==> config.mk <==
export PLATFORM = sky130hd
export DESIGN_NAME = hazard_ctrl_flat
export DESIGN_NICKNAME = d
export VERILOG_FILES = /design/src/rtl/hazard_ctrl_pkg.sv /design/src/rtl/hazard_ctrl_if.sv /design/src/rtl/hazard_ctrl_sat_counter.sv /design/src/rtl/hazard_ctrl.sv /design/src/flat_wrapper.sv
export SDC_FILE = /design/constraint.sdc
export NUM_CORES = 1
export LEC_CHECK = 0
export CAP_MARGIN = 20
export CORE_UTILIZATION = 45
export DETAILED_ROUTE_END_ITERATION = 8
export PLACE_DENSITY = 0.81
export SLEW_MARGIN = 5
export SYNTH_ARGS = -nofsm -noshare
export SYNTH_HDL_FRONTEND = slang
export SYNTH_SLANG_ARGS = --single-unit
==> constraint.sdc <==
create_clock -name CLK -period 6.7 [get_ports CLK]
set_clock_uncertainty 0.15 [all_clocks]
set_input_delay 1.34 -clock CLK [delete_from_list [all_inputs] [get_ports CLK]]
set_output_delay 1.34 -clock CLK [all_outputs]
set_load 0.02 [all_outputs]
==> src/rtl/hazard_ctrl_pkg.sv <==
// rtl/hazard_ctrl_pkg.sv - shared encodings and helpers for the pipeline hazard controller
package hazard_ctrl_pkg;

    localparam logic [1:0] RUN        = 2'd0;
    localparam logic [1:0] WAIT       = 2'd1;
    localparam logic [1:0] FLUSH_PEND = 2'd2;

    localparam logic [1:0] FWD_RD  = 2'b00;
    localparam logic [1:0] FWD_WB  = 2'b01;
    localparam logic [1:0] FWD_MEM = 2'b10;

    localparam logic [4:0] REG_ZERO = 5'd0;

    // $zero is hardwired, so a write to it never produces a value worth matching
    function automatic logic reg_hit(input logic en, input logic [4:0] dst, input logic [4:0] src);
        return en && (dst != REG_ZERO) && (dst == src);
    endfunction

endpackage

==> src/rtl/hazard_ctrl_if.sv <==
// rtl/hazard_ctrl_if.sv - pipeline-side bundle of hazard inputs and stall/flush/forward controls
interface hazard_ctrl_if #(parameter int CNT_W = 16);
    logic [4:0]       ID_Rs;
    logic [4:0]       ID_Rt;
    logic             ID_UsesRt;
    logic [4:0]       EX_Rs;
    logic [4:0]       EX_Rt;
    logic             EX_MemtoReg;
    logic [4:0]       EX_WriteReg;
    logic             MEM_RegWrite;
    logic [4:0]       MEM_WriteReg;
    logic             WB_RegWrite;
    logic [4:0]       WB_WriteReg;
    logic             PCSrcM;
    logic             MemWait;
    logic             StallF;
    logic             StallD;
    logic             StallE;
    logic             StallM;
    logic             FlushD;
    logic             FlushE;
    logic             FlushM;
    logic [1:0]       ForwardAE;
    logic [1:0]       ForwardBE;
    logic [1:0]       State;
    logic [CNT_W-1:0] StallCnt;
    logic [CNT_W-1:0] FlushCnt;
    logic [CNT_W-1:0] WaitCnt;

    modport master (
        output ID_Rs, ID_Rt, ID_UsesRt, EX_Rs, EX_Rt, EX_MemtoReg, EX_WriteReg,
               MEM_RegWrite, MEM_WriteReg, WB_RegWrite, WB_WriteReg, PCSrcM, MemWait,
        input  StallF, StallD, StallE, StallM, FlushD, FlushE, FlushM,
               ForwardAE, ForwardBE, State, StallCnt, FlushCnt, WaitCnt
    );

    modport slave (
        input  ID_Rs, ID_Rt, ID_UsesRt, EX_Rs, EX_Rt, EX_MemtoReg, EX_WriteReg,
               MEM_RegWrite, MEM_WriteReg, WB_RegWrite, WB_WriteReg, PCSrcM, MemWait,
        output StallF, StallD, StallE, StallM, FlushD, FlushE, FlushM,
               ForwardAE, ForwardBE, State, StallCnt, FlushCnt, WaitCnt
    );
endinterface

==> src/rtl/hazard_ctrl_sat_counter.sv <==
// rtl/hazard_ctrl_sat_counter.sv - saturating event counter, holds at all-ones
module sat_counter #(
    parameter int W = 16
) (
    input  logic         CLK,
    input  logic         RST,
    input  logic         inc,
    output logic [W-1:0] count
);

    always_ff @(posedge CLK or posedge RST) begin
        if (RST) begin
            count <= '0;
        end else if (inc && (count != '1)) begin
            count <= count + 1'b1;
        end
    end

endmodule

==> src/rtl/hazard_ctrl.sv <==
// rtl/hazard_ctrl.sv - stall/flush/forward sequencing for the 5-stage MIPS pipeline
module hazard_ctrl #(
    parameter int CNT_W = 16
) (
    input logic          CLK,
    input logic          RST,
    hazard_ctrl_if.slave hz
);
    import hazard_ctrl_pkg::*;

    logic [1:0]       state;
    logic [1:0]       state_nxt;
    logic             lu;
    logic             stall_all;
    logic             stall_fd;
    logic             flush_all;
    logic             bubble;
    logic             inc_stall;
    logic             inc_flush;
    logic             inc_wait;
    logic             illegal;
    logic             quiet;
    logic [1:0]       fwd_a;
    logic [1:0]       fwd_b;
    logic [CNT_W-1:0] stall_cnt;
    logic [CNT_W-1:0] flush_cnt;
    logic [CNT_W-1:0] wait_cnt;

    always_comb begin
        lu = hz.EX_MemtoReg &&
             (reg_hit(1'b1, hz.EX_WriteReg, hz.ID_Rs) ||
              reg_hit(hz.ID_UsesRt, hz.EX_WriteReg, hz.ID_Rt));
    end

    // WAIT behaves as RUN for the cycle MemWait drops, so both share one decode
    always_comb begin
        stall_all = 1'b0;
        stall_fd  = 1'b0;
        flush_all = 1'b0;
        bubble    = 1'b0;
        inc_stall = 1'b0;
        inc_flush = 1'b0;
        inc_wait  = 1'b0;
        illegal   = 1'b0;
        state_nxt = RUN;
        case (state)
            RUN, WAIT: begin
                if (hz.MemWait) begin
                    stall_all = 1'b1;
                    inc_wait  = 1'b1;
                    state_nxt = hz.PCSrcM ? FLUSH_PEND : WAIT;
                end else if (hz.PCSrcM) begin
                    flush_all = 1'b1;
                    inc_flush = 1'b1;
                end else if (lu) begin
                    stall_fd  = 1'b1;
                    bubble    = 1'b1;
                    inc_stall = 1'b1;
                end
            end
            FLUSH_PEND: begin
                if (hz.MemWait) begin
                    stall_all = 1'b1;
                    inc_wait  = 1'b1;
                    state_nxt = FLUSH_PEND;
                end else begin
                    flush_all = 1'b1;
                    inc_flush = 1'b1;
                end
            end
            default: illegal = 1'b1;
        endcase
    end

    always_ff @(posedge CLK or posedge RST) begin
        if (RST) begin
            state <= RUN;
        end else begin
            state <= state_nxt;
        end
    end

    assign quiet = RST || illegal;

    always_comb begin
        fwd_a = FWD_RD;
        if (reg_hit(hz.MEM_RegWrite, hz.MEM_WriteReg, hz.EX_Rs)) begin
            fwd_a = FWD_MEM;
        end else if (reg_hit(hz.WB_RegWrite, hz.WB_WriteReg, hz.EX_Rs)) begin
            fwd_a = FWD_WB;
        end
        fwd_b = FWD_RD;
        if (reg_hit(hz.MEM_RegWrite, hz.MEM_WriteReg, hz.EX_Rt)) begin
            fwd_b = FWD_MEM;
        end else if (reg_hit(hz.WB_RegWrite, hz.WB_WriteReg, hz.EX_Rt)) begin
            fwd_b = FWD_WB;
        end
    end

    assign hz.ForwardAE = quiet ? FWD_RD : fwd_a;
    assign hz.ForwardBE = quiet ? FWD_RD : fwd_b;

    assign hz.StallF = !quiet && (stall_all || stall_fd);
    assign hz.StallD = !quiet && (stall_all || stall_fd);
    assign hz.StallE = !quiet && stall_all;
    assign hz.StallM = !quiet && stall_all;
    assign hz.FlushD = !quiet && flush_all;
    assign hz.FlushE = !quiet && (flush_all || bubble);
    assign hz.FlushM = !quiet && flush_all;
    assign hz.State  = state;

    sat_counter #(.W(CNT_W)) u_stall_cnt (
        .CLK   (CLK),
        .RST   (RST),
        .inc   (inc_stall),
        .count (stall_cnt)
    );

    sat_counter #(.W(CNT_W)) u_flush_cnt (
        .CLK   (CLK),
        .RST   (RST),
        .inc   (inc_flush),
        .count (flush_cnt)
    );

    sat_counter #(.W(CNT_W)) u_wait_cnt (
        .CLK   (CLK),
        .RST   (RST),
        .inc   (inc_wait),
        .count (wait_cnt)
    );

    assign hz.StallCnt = stall_cnt;
    assign hz.FlushCnt = flush_cnt;
    assign hz.WaitCnt  = wait_cnt;

endmodule

==> src/flat_wrapper.sv <==
// flat-port wrapper written by rule: the top's interface ports become plain ports
module hazard_ctrl_flat import hazard_ctrl_pkg::*;
#(
    parameter int CNT_W = 16
)
  (CLK, RST, hz_ID_Rs, hz_ID_Rt, hz_ID_UsesRt, hz_EX_Rs, hz_EX_Rt, hz_EX_MemtoReg, hz_EX_WriteReg, hz_MEM_RegWrite, hz_MEM_WriteReg, hz_WB_RegWrite, hz_WB_WriteReg, hz_PCSrcM, hz_MemWait, hz_StallF, hz_StallD, hz_StallE, hz_StallM, hz_FlushD, hz_FlushE, hz_FlushM, hz_ForwardAE, hz_ForwardBE, hz_State, hz_StallCnt, hz_FlushCnt, hz_WaitCnt);
  hazard_ctrl_if #(.CNT_W(CNT_W)) hz_i ();
  input logic CLK;
  input logic RST;
  input wire logic [$bits(hz_i.ID_Rs)-1:0] hz_ID_Rs;
  input wire logic [$bits(hz_i.ID_Rt)-1:0] hz_ID_Rt;
  input wire logic [$bits(hz_i.ID_UsesRt)-1:0] hz_ID_UsesRt;
  input wire logic [$bits(hz_i.EX_Rs)-1:0] hz_EX_Rs;
  input wire logic [$bits(hz_i.EX_Rt)-1:0] hz_EX_Rt;
  input wire logic [$bits(hz_i.EX_MemtoReg)-1:0] hz_EX_MemtoReg;
  input wire logic [$bits(hz_i.EX_WriteReg)-1:0] hz_EX_WriteReg;
  input wire logic [$bits(hz_i.MEM_RegWrite)-1:0] hz_MEM_RegWrite;
  input wire logic [$bits(hz_i.MEM_WriteReg)-1:0] hz_MEM_WriteReg;
  input wire logic [$bits(hz_i.WB_RegWrite)-1:0] hz_WB_RegWrite;
  input wire logic [$bits(hz_i.WB_WriteReg)-1:0] hz_WB_WriteReg;
  input wire logic [$bits(hz_i.PCSrcM)-1:0] hz_PCSrcM;
  input wire logic [$bits(hz_i.MemWait)-1:0] hz_MemWait;
  output wire logic [$bits(hz_i.StallF)-1:0] hz_StallF;
  output wire logic [$bits(hz_i.StallD)-1:0] hz_StallD;
  output wire logic [$bits(hz_i.StallE)-1:0] hz_StallE;
  output wire logic [$bits(hz_i.StallM)-1:0] hz_StallM;
  output wire logic [$bits(hz_i.FlushD)-1:0] hz_FlushD;
  output wire logic [$bits(hz_i.FlushE)-1:0] hz_FlushE;
  output wire logic [$bits(hz_i.FlushM)-1:0] hz_FlushM;
  output wire logic [$bits(hz_i.ForwardAE)-1:0] hz_ForwardAE;
  output wire logic [$bits(hz_i.ForwardBE)-1:0] hz_ForwardBE;
  output wire logic [$bits(hz_i.State)-1:0] hz_State;
  output wire logic [$bits(hz_i.StallCnt)-1:0] hz_StallCnt;
  output wire logic [$bits(hz_i.FlushCnt)-1:0] hz_FlushCnt;
  output wire logic [$bits(hz_i.WaitCnt)-1:0] hz_WaitCnt;
  assign hz_i.ID_Rs = hz_ID_Rs;
  assign hz_i.ID_Rt = hz_ID_Rt;
  assign hz_i.ID_UsesRt = hz_ID_UsesRt;
  assign hz_i.EX_Rs = hz_EX_Rs;
  assign hz_i.EX_Rt = hz_EX_Rt;
  assign hz_i.EX_MemtoReg = hz_EX_MemtoReg;
  assign hz_i.EX_WriteReg = hz_EX_WriteReg;
  assign hz_i.MEM_RegWrite = hz_MEM_RegWrite;
  assign hz_i.MEM_WriteReg = hz_MEM_WriteReg;
  assign hz_i.WB_RegWrite = hz_WB_RegWrite;
  assign hz_i.WB_WriteReg = hz_WB_WriteReg;
  assign hz_i.PCSrcM = hz_PCSrcM;
  assign hz_i.MemWait = hz_MemWait;
  assign hz_StallF = hz_i.StallF;
  assign hz_StallD = hz_i.StallD;
  assign hz_StallE = hz_i.StallE;
  assign hz_StallM = hz_i.StallM;
  assign hz_FlushD = hz_i.FlushD;
  assign hz_FlushE = hz_i.FlushE;
  assign hz_FlushM = hz_i.FlushM;
  assign hz_ForwardAE = hz_i.ForwardAE;
  assign hz_ForwardBE = hz_i.ForwardBE;
  assign hz_State = hz_i.State;
  assign hz_StallCnt = hz_i.StallCnt;
  assign hz_FlushCnt = hz_i.FlushCnt;
  assign hz_WaitCnt = hz_i.WaitCnt;
  hazard_ctrl #(.CNT_W(CNT_W)) u_core (.CLK(CLK), .RST(RST), .hz(hz_i));
endmodule
==> summary.txt <==
Route
  – WL final: 6609 um
  – Vias per inst: 5.323
  – DRC violations left: 0
  – Drt first-iter violations: 79
  – WL/cell: 14.34 um
  – Via count: 2,454
  – First-pass detailed-route iteration total: 4
  – Detail Route Antenna Nets: 0

Power
  – Power, Total: 849.9 uW
  – Worst VDD drop: 241.7 uV
  – Leakage power: between 1.5 and 2 nW
  – Pwr/cell area: 210.3 nW/um2

Timing
  – Worst slew pin tran: 638.2 ps
  – Tcrit/Tclk final: 77.98%
  – Hold WS: 349.7 ps
  – Fmax: 191.4 MHz
  – Max Transition Viols Final: 0
  – Hold Vio Cnt, Final: 0
  – Fin Setup TNS: 0 ps
  – Max-slew headroom: 57.46%
  – Unrepaired setup endpoints after global routing: false
  – Final Setup Violations: 0
  – Clock period minus final worst setup slack: 5225 ps

Hold path
  – Startpoint of the worst hold path: u_core.u_stall_cnt.count[5]
  – Hold crit path type: flop to flop

CTS
  – # hold bufs at CTS: 0
  – Maximum root-to-sink buffer count: 2
  – CTS clk-pin slew, worst paths: 100 ps
  – Setup Buffers After CTS: 0
  – TritonCTS Buffers: 5
  – CTS resizes: 0
  – CTS Sinks: 50
  – CTS tree: yes
  – Root buffer cell: clkbuf_8
  – Worst skew pair latency: approximately 300 ps
  – H-tree depth: 2

Final layout
  – Core Util, Final: 67.07%
  – Final #Nets: 431
  – Filler cell count: 517
  – ANT cells: 0
  – Area of the multi-input gates: 1538 um2
  – Register area: 1251 um2
  – Area grow syn2layout: 41.11%
  – Layout cell share with drive strength beyond 1: about 7%

Synthesis
  – Synthesized cell area: roughly 2900 um2
  – Synth Net Count: 325
  – Ranking of synthesized cells by area: dfrtp_1, xnor2_1, xor2_1, nand4_1, nand3_1
  – Post-synth top area share: 43.69%
  – Commonest register cell after synthesis: dfrtp_1
  – Synthesis Warnings: 0
  – #FFs+latches synth: 50
  – Sequential area share after synthesis: roughly 44%
  – Mapped Cells: 279
  – Largest area contributor in the netlist: dfrtp_1
  – Async set-reset flop share out of synthesis: 100.0%
  – EDFF count, synth: 0
  – Avg Cell Area, Syn: 10.27 um2
  – Synth unique cells: 36

Global route
  – Overflow left after global routing: 0
  – Largest net degree at the start of global routing: 52
  – GRT Total Usage: 20.66%
  – Initial antenna violation count: 0
  – Global-route wire length before repair: 10,570 um
  – Vias in the first global route: 2,285

Status
  – Outcome: complete, no violations

Critical path
  – Reg2reg start: u_core.u_stall_cnt.count[0]
  – Critical Path AT: 3730 ps
  – CP max FO: 16
  – Worst EP required: around 5200 ps
  – Worst Path Class, Setup: input port to output port
  – Worst setup SP type: input port
  – CP Capture Type: output port
  – Critical Path Source: hz_EX_WriteReg[0]

Place
  – Post-DP HPWL: around 5000 um
  – I/O Buffers: 103
  – GPL Wtd Cong: 0.7743

Die
  – Die Span Y: 81.78 um
  – Core Box Area: 6026 um2
  – Full die area: 6687 um2
  – Floorplan row count: 28
  – Starting Density: 47.53%
  – # IOs: between 100 and 150
  – Horiz. Die Dim: between 80 and 90 um

Job
  – Max-cap viol count: 0
cell type report:
| type | count | share of cell area, % |
|---|---|---|
| multi-input combinational | 216 | 38.05 |
| clock inverter | 3 | 0.5263 |
| sequential | 50 | 30.96 |
| tap | 75 | 2.322 |
| inverter | 8 | 0.7430 |
| clock buffer | 5 | 1.703 |
| timing repair buffer | 104 | 25.70 |
cell usage in the layout (no fill, tap or decap), types with 2 or more instances in the layout:
cell type,n
clkdlybuf4s50_1,103
xnor2_1,55
dfrtp_1,50
nand4_1,24
nand2_1,22
nand3_1,21
xor2_1,18
nor2_1,16
and3_1,13
nor3_1,7
inv_1,7
clkbuf_8,5
nor4_1,4
mux2_2,4
and4_1,3
ha_1,3
a21oi_2,2
nor4_2,2
nand3_2,2
a21oi_1,2
or4_1,2
o22ai_1,2
final timing paths:
path | endpoint | slack (ps) | cells after the start
min | u_core.u_stall_cnt.count[5] | 350 | 1
min in group asynchronous | u_core.u_stall_cnt.count[8] | 1520 | 3
max reg2reg | u_core.u_stall_cnt.count[1] | 4630 | 6
max | hz_StallD | 1480 | 7
min reg2reg | u_core.u_stall_cnt.count[5] | 350 | 1
max in group asynchronous | u_core.u_flush_cnt.count[7] | 4460 | 3
stage by stage:
| stage | std cells | instance area [um2] | setup slack (ps) |
|---|---|---|---|
| after global placement | 453 | 3951 | 1486 |
| after floorplan | 279 | 2864 | 1394 |
| final | 461 | 4041 | 1475 |
| after detailed placement | 453 | 3951 | 1452 |
| after global routing | 461 | 4041 | 1233 |
| after CTS | 461 | 4041 | 1443 |
flip-flops by register name, indices dropped and copies added (netlist names):
name                      cells
u_core.u_flush_cnt.count     16
u_core.u_stall_cnt.count     16
u_core.hz.State               2
u_core.u_wait_cnt.count      16
critical path, stage by stage:
cell and delay (ps):
clkdlybuf4s50_1 580, xnor2_1 140, nand4_1 120, o22ai_2 510, nand2_1 180, o22ai_1 210, clkdlybuf4s50_1 650
power by group:
group | internal [mW] | switching (mW) | leakage (nW) | total (mW)
clock network | 0.0735 | 0.104 | 0.0441 | 0.177
registers | 0.340 | 0.0541 | 0.674 | 0.395
logic | 0.144 | 0.134 | 0.929 | 0.278
total | 0.558 | 0.291 | 1.65 | 0.850
cell families after synthesis:
kind of cell               count (synthesis)  share of synthesized area (%)
adders and majority gates                  3                          1.311
DFF                                       50                          43.69
buffers and inverters                     13                          2.621
muxes                                      4                          1.573
and+or+nand+nor                          124                          25.16
AOI/OAI and AO/OA                         12                          3.320
xor gates and xnor gates                  73                          22.32
Yosys cell counts (2+ instances only):
| library cell | n |
|---|---|
| nand2_1 | 22 |
| nand3_2 | 2 |
| o22ai_1 | 2 |
| inv_1 | 8 |
| nand4_1 | 24 |
| and3_1 | 13 |
| nand3_1 | 21 |
| dfrtp_1 | 50 |
| nor2_1 | 16 |
| xnor2_1 | 55 |
| nor4_1 | 4 |
| ha_1 | 3 |
| mux2_2 | 4 |
| buf_6 | 2 |
| buf_4 | 3 |
| a21oi_1 | 2 |
| a21oi_2 | 2 |
| and4_1 | 3 |
| nor3_1 | 7 |
| or4_1 | 2 |
| nor4_2 | 2 |
| xor2_1 | 18 |
routing by layer:
| layer | vias to the layer above | global-route usage, % | wire length, um |
|---|---|---|---|
| li1 | 1196 | - | - |
| met1 | 1161 | 26.74 | 2885 |
| met2 | 90 | 33.64 | 3049 |
| met3 | 7 | 5.111 | 583 |
| met4 | 0 | 7.018 | 91 |
| met5 | - | 0 | 0 |
Note: power is estimated with default switching activity, not from simulation.
